### src/rtl/instr_fetch_ctrl_if.sv
// instr_fetch_ctrl_if: control, memory-bus and shift-register signals of the fetch sequencer.
// The master modport is the sequencer side; slave is the environment driving it.
interface instr_fetch_ctrl_if;
    logic        start;
    logic [15:0] pc;
    logic        halt;
    logic [7:0]  bus_out;
    logic        bus_out_valid;
    logic        bus_out_ready;
    logic [7:0]  bus_in;
    logic        bus_in_valid;
    logic [7:0]  fetch_byte;
    logic        fetch_byte_valid;
    logic        done;
    logic [15:0] pc_next;
    logic        busy;
    logic        halted;
    logic        error;
    modport master (
        input  start, pc, halt, bus_out_ready, bus_in, bus_in_valid,
        output bus_out, bus_out_valid, fetch_byte, fetch_byte_valid, done, pc_next, busy, halted, error
    );
    modport slave (
        output start, pc, halt, bus_out_ready, bus_in, bus_in_valid,
        input  bus_out, bus_out_valid, fetch_byte, fetch_byte_valid, done, pc_next, busy, halted, error
    );
endinterface

### src/rtl/instr_fetch_ctrl.sv
// instr_fetch_ctrl: sends the PC byte-serially, forwards 2 or 4 instruction bytes, reports next PC.
module instr_fetch_ctrl #(
    parameter int TIMEOUT = 255
) (
    input logic clk,
    input logic rst,
    instr_fetch_ctrl_if.master bus
);
    typedef enum logic [2:0] {IDLE, ADDR_LO, ADDR_HI, WAIT_BYTE, DONE, HALTED, ERROR} state_t;
    typedef enum logic [2:0] {R_TYPE = 3'd0, I_TYPE = 3'd1, M_TYPE = 3'd2, B_TYPE = 3'd3, J_TYPE = 3'd4} opcode_t;
    state_t      r_state;
    logic [15:0] r_addr;
    logic [2:0]  r_cnt;
    logic [2:0]  r_need;
    logic [7:0]  r_timer;
    logic [7:0]  r_fetch_byte;
    logic        r_fetch_valid;
    logic        r_done;
    logic [15:0] r_pc_next;
    opcode_t     w_op;
    logic [2:0]  w_need;
    assign w_op   = opcode_t'(bus.bus_in[2:0]);
    // Length is fixed by the first byte only; later bytes keep the decided length.
    assign w_need = (r_cnt == 3'd0 && (w_op == I_TYPE || w_op == M_TYPE)) ? 3'd4 : r_need;
    assign bus.bus_out_valid    = r_state == ADDR_LO || r_state == ADDR_HI;
    assign bus.bus_out          = r_state == ADDR_LO ? r_addr[7:0] : r_state == ADDR_HI ? r_addr[15:8] : 8'd0;
    assign bus.fetch_byte       = r_fetch_byte;
    assign bus.fetch_byte_valid = r_fetch_valid;
    assign bus.done             = r_done;
    assign bus.pc_next          = r_pc_next;
    assign bus.busy             = r_state == ADDR_LO || r_state == ADDR_HI || r_state == WAIT_BYTE || r_state == DONE;
    assign bus.halted           = r_state == HALTED;
    assign bus.error            = r_state == ERROR;
    always_ff @(posedge clk) begin
        if (rst) begin
            r_state       <= IDLE;
            r_addr        <= '0;
            r_cnt         <= '0;
            r_need        <= '0;
            r_timer       <= '0;
            r_fetch_byte  <= '0;
            r_fetch_valid <= 1'b0;
            r_done        <= 1'b0;
            r_pc_next     <= '0;
        end else begin
            r_fetch_valid <= 1'b0;
            r_done        <= 1'b0;
            case (r_state)
                IDLE: begin
                    if (bus.halt) begin
                        r_state <= HALTED;
                    end else if (bus.start) begin
                        r_addr  <= bus.pc;
                        r_cnt   <= '0;
                        r_need  <= 3'd2;
                        r_timer <= '0;
                        r_state <= ADDR_LO;
                    end
                end
                ADDR_LO: r_state <= bus.bus_out_ready ? ADDR_HI : ADDR_LO;
                ADDR_HI: r_state <= bus.bus_out_ready ? WAIT_BYTE : ADDR_HI;
                WAIT_BYTE: begin
                    if (bus.bus_in_valid) begin
                        r_fetch_byte  <= bus.bus_in;
                        r_fetch_valid <= 1'b1;
                        r_cnt         <= r_cnt + 3'd1;
                        r_need        <= w_need;
                        r_timer       <= '0;
                        if (r_cnt + 3'd1 == w_need) begin
                            r_state <= DONE;
                            r_done  <= 1'b1;
                        end
                    end else if (r_timer == 8'(TIMEOUT - 1)) begin
                        r_state <= ERROR;
                    end else begin
                        r_timer <= r_timer + 8'd1;
                    end
                end
                DONE: begin
                    r_pc_next <= r_addr + {13'd0, r_need};
                    r_state   <= IDLE;
                end
                default: r_state <= r_state;
            endcase
        end
    end
endmodule

### src/flat_wrapper.sv
// flat-port wrapper written by rule: the top's interface ports become plain ports
module instr_fetch_ctrl_flat 
#(
    parameter int TIMEOUT = 255
)
  (clk, rst, bus_start, bus_pc, bus_halt, bus_bus_out_ready, bus_bus_in, bus_bus_in_valid, bus_bus_out, bus_bus_out_valid, bus_fetch_byte, bus_fetch_byte_valid, bus_done, bus_pc_next, bus_busy, bus_halted, bus_error);
  instr_fetch_ctrl_if bus_i ();
  input logic clk;
  input logic rst;
  input wire logic [$bits(bus_i.start)-1:0] bus_start;
  input wire logic [$bits(bus_i.pc)-1:0] bus_pc;
  input wire logic [$bits(bus_i.halt)-1:0] bus_halt;
  input wire logic [$bits(bus_i.bus_out_ready)-1:0] bus_bus_out_ready;
  input wire logic [$bits(bus_i.bus_in)-1:0] bus_bus_in;
  input wire logic [$bits(bus_i.bus_in_valid)-1:0] bus_bus_in_valid;
  output wire logic [$bits(bus_i.bus_out)-1:0] bus_bus_out;
  output wire logic [$bits(bus_i.bus_out_valid)-1:0] bus_bus_out_valid;
  output wire logic [$bits(bus_i.fetch_byte)-1:0] bus_fetch_byte;
  output wire logic [$bits(bus_i.fetch_byte_valid)-1:0] bus_fetch_byte_valid;
  output wire logic [$bits(bus_i.done)-1:0] bus_done;
  output wire logic [$bits(bus_i.pc_next)-1:0] bus_pc_next;
  output wire logic [$bits(bus_i.busy)-1:0] bus_busy;
  output wire logic [$bits(bus_i.halted)-1:0] bus_halted;
  output wire logic [$bits(bus_i.error)-1:0] bus_error;
  assign bus_i.start = bus_start;
  assign bus_i.pc = bus_pc;
  assign bus_i.halt = bus_halt;
  assign bus_i.bus_out_ready = bus_bus_out_ready;
  assign bus_i.bus_in = bus_bus_in;
  assign bus_i.bus_in_valid = bus_bus_in_valid;
  assign bus_bus_out = bus_i.bus_out;
  assign bus_bus_out_valid = bus_i.bus_out_valid;
  assign bus_fetch_byte = bus_i.fetch_byte;
  assign bus_fetch_byte_valid = bus_i.fetch_byte_valid;
  assign bus_done = bus_i.done;
  assign bus_pc_next = bus_i.pc_next;
  assign bus_busy = bus_i.busy;
  assign bus_halted = bus_i.halted;
  assign bus_error = bus_i.error;
  instr_fetch_ctrl #(.TIMEOUT(TIMEOUT)) u_core (.clk(clk), .rst(rst), .bus(bus_i));
endmodule
### config.mk
export PLATFORM = sky130hd
export DESIGN_NAME = instr_fetch_ctrl_flat
export DESIGN_NICKNAME = d
export VERILOG_FILES = /design/src/rtl/instr_fetch_ctrl_if.sv /design/src/rtl/instr_fetch_ctrl.sv /design/src/flat_wrapper.sv
export SDC_FILE = /design/constraint.sdc
export NUM_CORES = 1
export LEC_CHECK = 0
export CAP_MARGIN = 20
export CORE_MARGIN = 4
export CORE_UTILIZATION = 52
export CTS_BUF_LIST = sky130_fd_sc_hd__clkbuf_4
export CTS_CLUSTER_DIAMETER = 100
export DETAILED_ROUTE_END_ITERATION = 6
export PLACE_DENSITY = 0.87
export SLEW_MARGIN = 20
export SYNTH_ARGS = -nofsm -noshare
export SYNTH_HDL_FRONTEND = slang
export SYNTH_SLANG_ARGS = --single-unit
### constraint.sdc
create_clock -name clk -period 2.35 [get_ports clk]
set_input_delay 0.47 -clock clk [delete_from_list [all_inputs] [get_ports clk]]
set_output_delay 0.47 -clock clk [all_outputs]
set_load 0.05 [all_outputs]
==> summary.txt <==
grt ovf: 0
post-layout minimum cycle time: 2.19 ns
Switching Share: 0.428
final RePlAce weighted congestion: 0.829
Synthesized Nets: 397
Core ar.: 5510 um^2
Yosys warnings: 0
num rows: 27
drt via density: 5.35
drt initial violations: 129
Die Wd: 83.4 um
CTS tree: done
Seq pwr share: 0.367
top cell type's share of synthesized area: 0.399
Setup-failing EPs final: 0
Internal: 2100 uW
Avg Cell Area, Syn: 8.24 um^2
r2r endpoint: u_core.r_state[0]
cell taking the most area after synthesis: dfxtp_1
die height: 83.4 um
Min Hold Slack: 0.460 ns
CP Data Required Time: 1.88 ns
flop2flop setup slack: 0.18 ns
highest routed layer: met4
R2R depth: 8
largest cells by area after synthesis: dfxtp_1 40%, nand2_1 8.0%, a21oi_1 5.9%
Skew-Pair Late Insertion Delay: 0.41 ns
first-pass GRT wire length: 11900 um
reg2reg start: u_core.r_cnt[0]
cell count after synthesis: 359
# resized after CTS: 0
Post-DRT Antenna Nets: 0
Clock Sink Count: 59
Setup Fix Bufs, Post-CTS: 0
clock-pin slew on the worst setup and hold paths: 0.09 ns
status: completed
I/O Buffers: 67
Detailed Place HPWL: 5230 um
critical path endpoint category: output pin
Power Total: 3680 uW
startpoint class of the critical path: flop
type of the tightest min-delay check: reg2reg
max cap viols: 0
htree depth: 3
via count of the routed design: 2687
clk root buf: clkbuf_4
Total Routed Length: 7050 um
Final Hold Fails: 0
fmax: 0.456 GHz
# IOs: 68
drt first pass iters: 4
Remaining DRCs: 0
CTS Buf Count: 9
worst slack at placement: -0.0251 ns
nets: 463
clock share of power: 0.160
initial antenna violation count: 0
largest net degree at the start of global routing: 33
fin crit share: 0.933
Yosys reg bits: 59
placed inst area: 3800 um^2
number of synthesized flops with an enable pin: 0
asr flop ratio synth: 0
combinational power share: 0.472
M1 WL: 3180 um
Max VDD drop: 691 uV
slew margin rel.: 0.622
Routed met3 length: 366 um
leakage: 0.00143 uW
Synth Cell Area: 2960 um^2
Top FF cell, synth: dfxtp_1
part of the Yosys area used for sequential elements: 0.399
CP startpoint: u_core.r_state[0]
clock tree buffer depth: 2
Syn-to-layout area delta: 32.2%
net switching power: 1570 uW
full die area: 6960 um^2
DR WL/cell: 14.0 um
Worst Path Max Fanout: 12
met2 WL post-DR: 3380 um
worst setup path end: bus_bus_out[5]
Final Cell Area: 3910 um^2
layout cells sized above 1: 0.130
Worst Slack Setup Final: 0.158 ns
n_diodes: 0
Hold-fix buffers, CTS: 0
number of distinct library cells after synthesis: 53
WP data arrival: 1.72 ns
WS Path Type: reg2out
clk_skew: 0.0114 ns
Pins Over Slew Limit: 0
RSZ-0062 raised after global routing: false
Pwr per Cell Area: 940 nW/um^2
GRT Total Usage: 0.208
Initial Util: 0.537
vias in the first global route: 2584
Slew @ Worst Pin: 0.567 ns
==> routing by layer <==
layer,track usage,up-vias
met1,0.267,1242
li1,-,1369
met3,0.0546,12
met4,0.0702,0
met2,0.340,64
met5,0,-
==> cell type report <==
type | instances | area (um^2)
Sequential cell | 59 | 1180
Tap cell | 72 | 90.1
Clock inverter | 4 | 17.5
Clock buffer | 12 | 90.1
Multi-Input combinational cell | 268 | 1620
Timing Repair Buffer | 78 | 881
Inverter | 9 | 33.8
Fill cell | 423 | 1590
==> synth_stat cells (all sizes together) (5+ instances only) <==
master	count
a211oi	13
a21oi	35
a22oi	9
and3	6
buf	9
clkbuf	14
dfxtp	59
ha	7
inv	9
nand2	64
nand2b	5
nand3	7
nand4	8
nor2	46
nor3	6
nor3b	5
xnor2	6
xor2	14
==> per-stage QoR <==
step | TNS [ns] | std cells | util
6_report | 0 | 502 | 0.711
5_1_grt | 0 | 502 | 0.711
4_1_cts | 0 | 502 | 0.710
3_5_place_dp | -0.0251 | 486 | 0.690
3_3_place_gp | 0 | 486 | 0.690
2_1_floorplan | 0 | 359 | -
==> how the worst min path moves through the flow <==
stage	startpoint	to	slack, ns	cells past startpoint
2_1_floorplan	u_core.r_addr[0]	u_core.r_addr[0]	0.45	2
3_3_place_gp	u_core.bus.fetch_byte[2]	u_core.bus.fetch_byte[2]	0.44	2
3_5_place_dp	u_core.bus.fetch_byte[2]	u_core.bus.fetch_byte[2]	0.45	2
4_1_cts	u_core.bus.fetch_byte[1]	u_core.bus.fetch_byte[1]	0.46	2
5_1_grt	u_core.bus.pc_next[2]	u_core.bus.pc_next[2]	0.48	2
6_report	u_core.bus.fetch_byte[2]	u_core.bus.fetch_byte[2]	0.46	2
==> cells by family after synthesis <==
kind of cell / share of synthesized area
buffers and inverters: 0.0550
xor gates and xnor gates: 0.0617
AOI/OAI and AO/OA: 0.181
muxes: 0.0101
adders and majority gates: 0.0364
and+or+nand+nor: 0.257
DFF: 0.399
==> flip-flops by register name, summed over array words and instances (netlist names) <==
signal	flops
u_core.bus.fetch_byte	8
u_core.r_cnt	3
u_core.bus.done	1
u_core.bus.fetch_byte_valid	1
u_core.bus.pc_next	16
u_core.r_timer	8
u_core.r_need	3
u_core.r_state	3
u_core.r_addr	16
==> power by group through the flow <==
stage               combinational, uW  clock, uW  sequential, uW
floorplan                         933          0            1560
global placement                 1700          0            1350
detailed placement               1740          0            1360
CTS                              1740        602            1340
global route                     1860        654            1370
finish                           1740        590            1350
==> critical path, cell delays in order (launching register included) <==
cell,delay (ns)
dfxtp_2,0.48
nor2b_1,0.17
buf_4,0.18
a22oi_1,0.09
nor2_1,0.22
buf_12,0.17
==> cell usage in the layout, fill, tap and decap left out, types with 7 or more instances in the layout <==
cell / netlist / final
buf_12: 0 / 13
clkdlybuf4s50_1: 0 / 54
a21oi_1: 35 / 35
nand2_1: 63 / 63
a22oi_1: 9 / 9
dfxtp_1: 59 / 56
clkbuf_4: 0 / 12
a211oi_1: 13 / 13
ha_1: 7 / 7
buf_4: 1 / 10
nor2_1: 45 / 45
nand4_1: 8 / 8
inv_1: 8 / 8
xor2_1: 13 / 13
(Power assumes the default switching activity.)
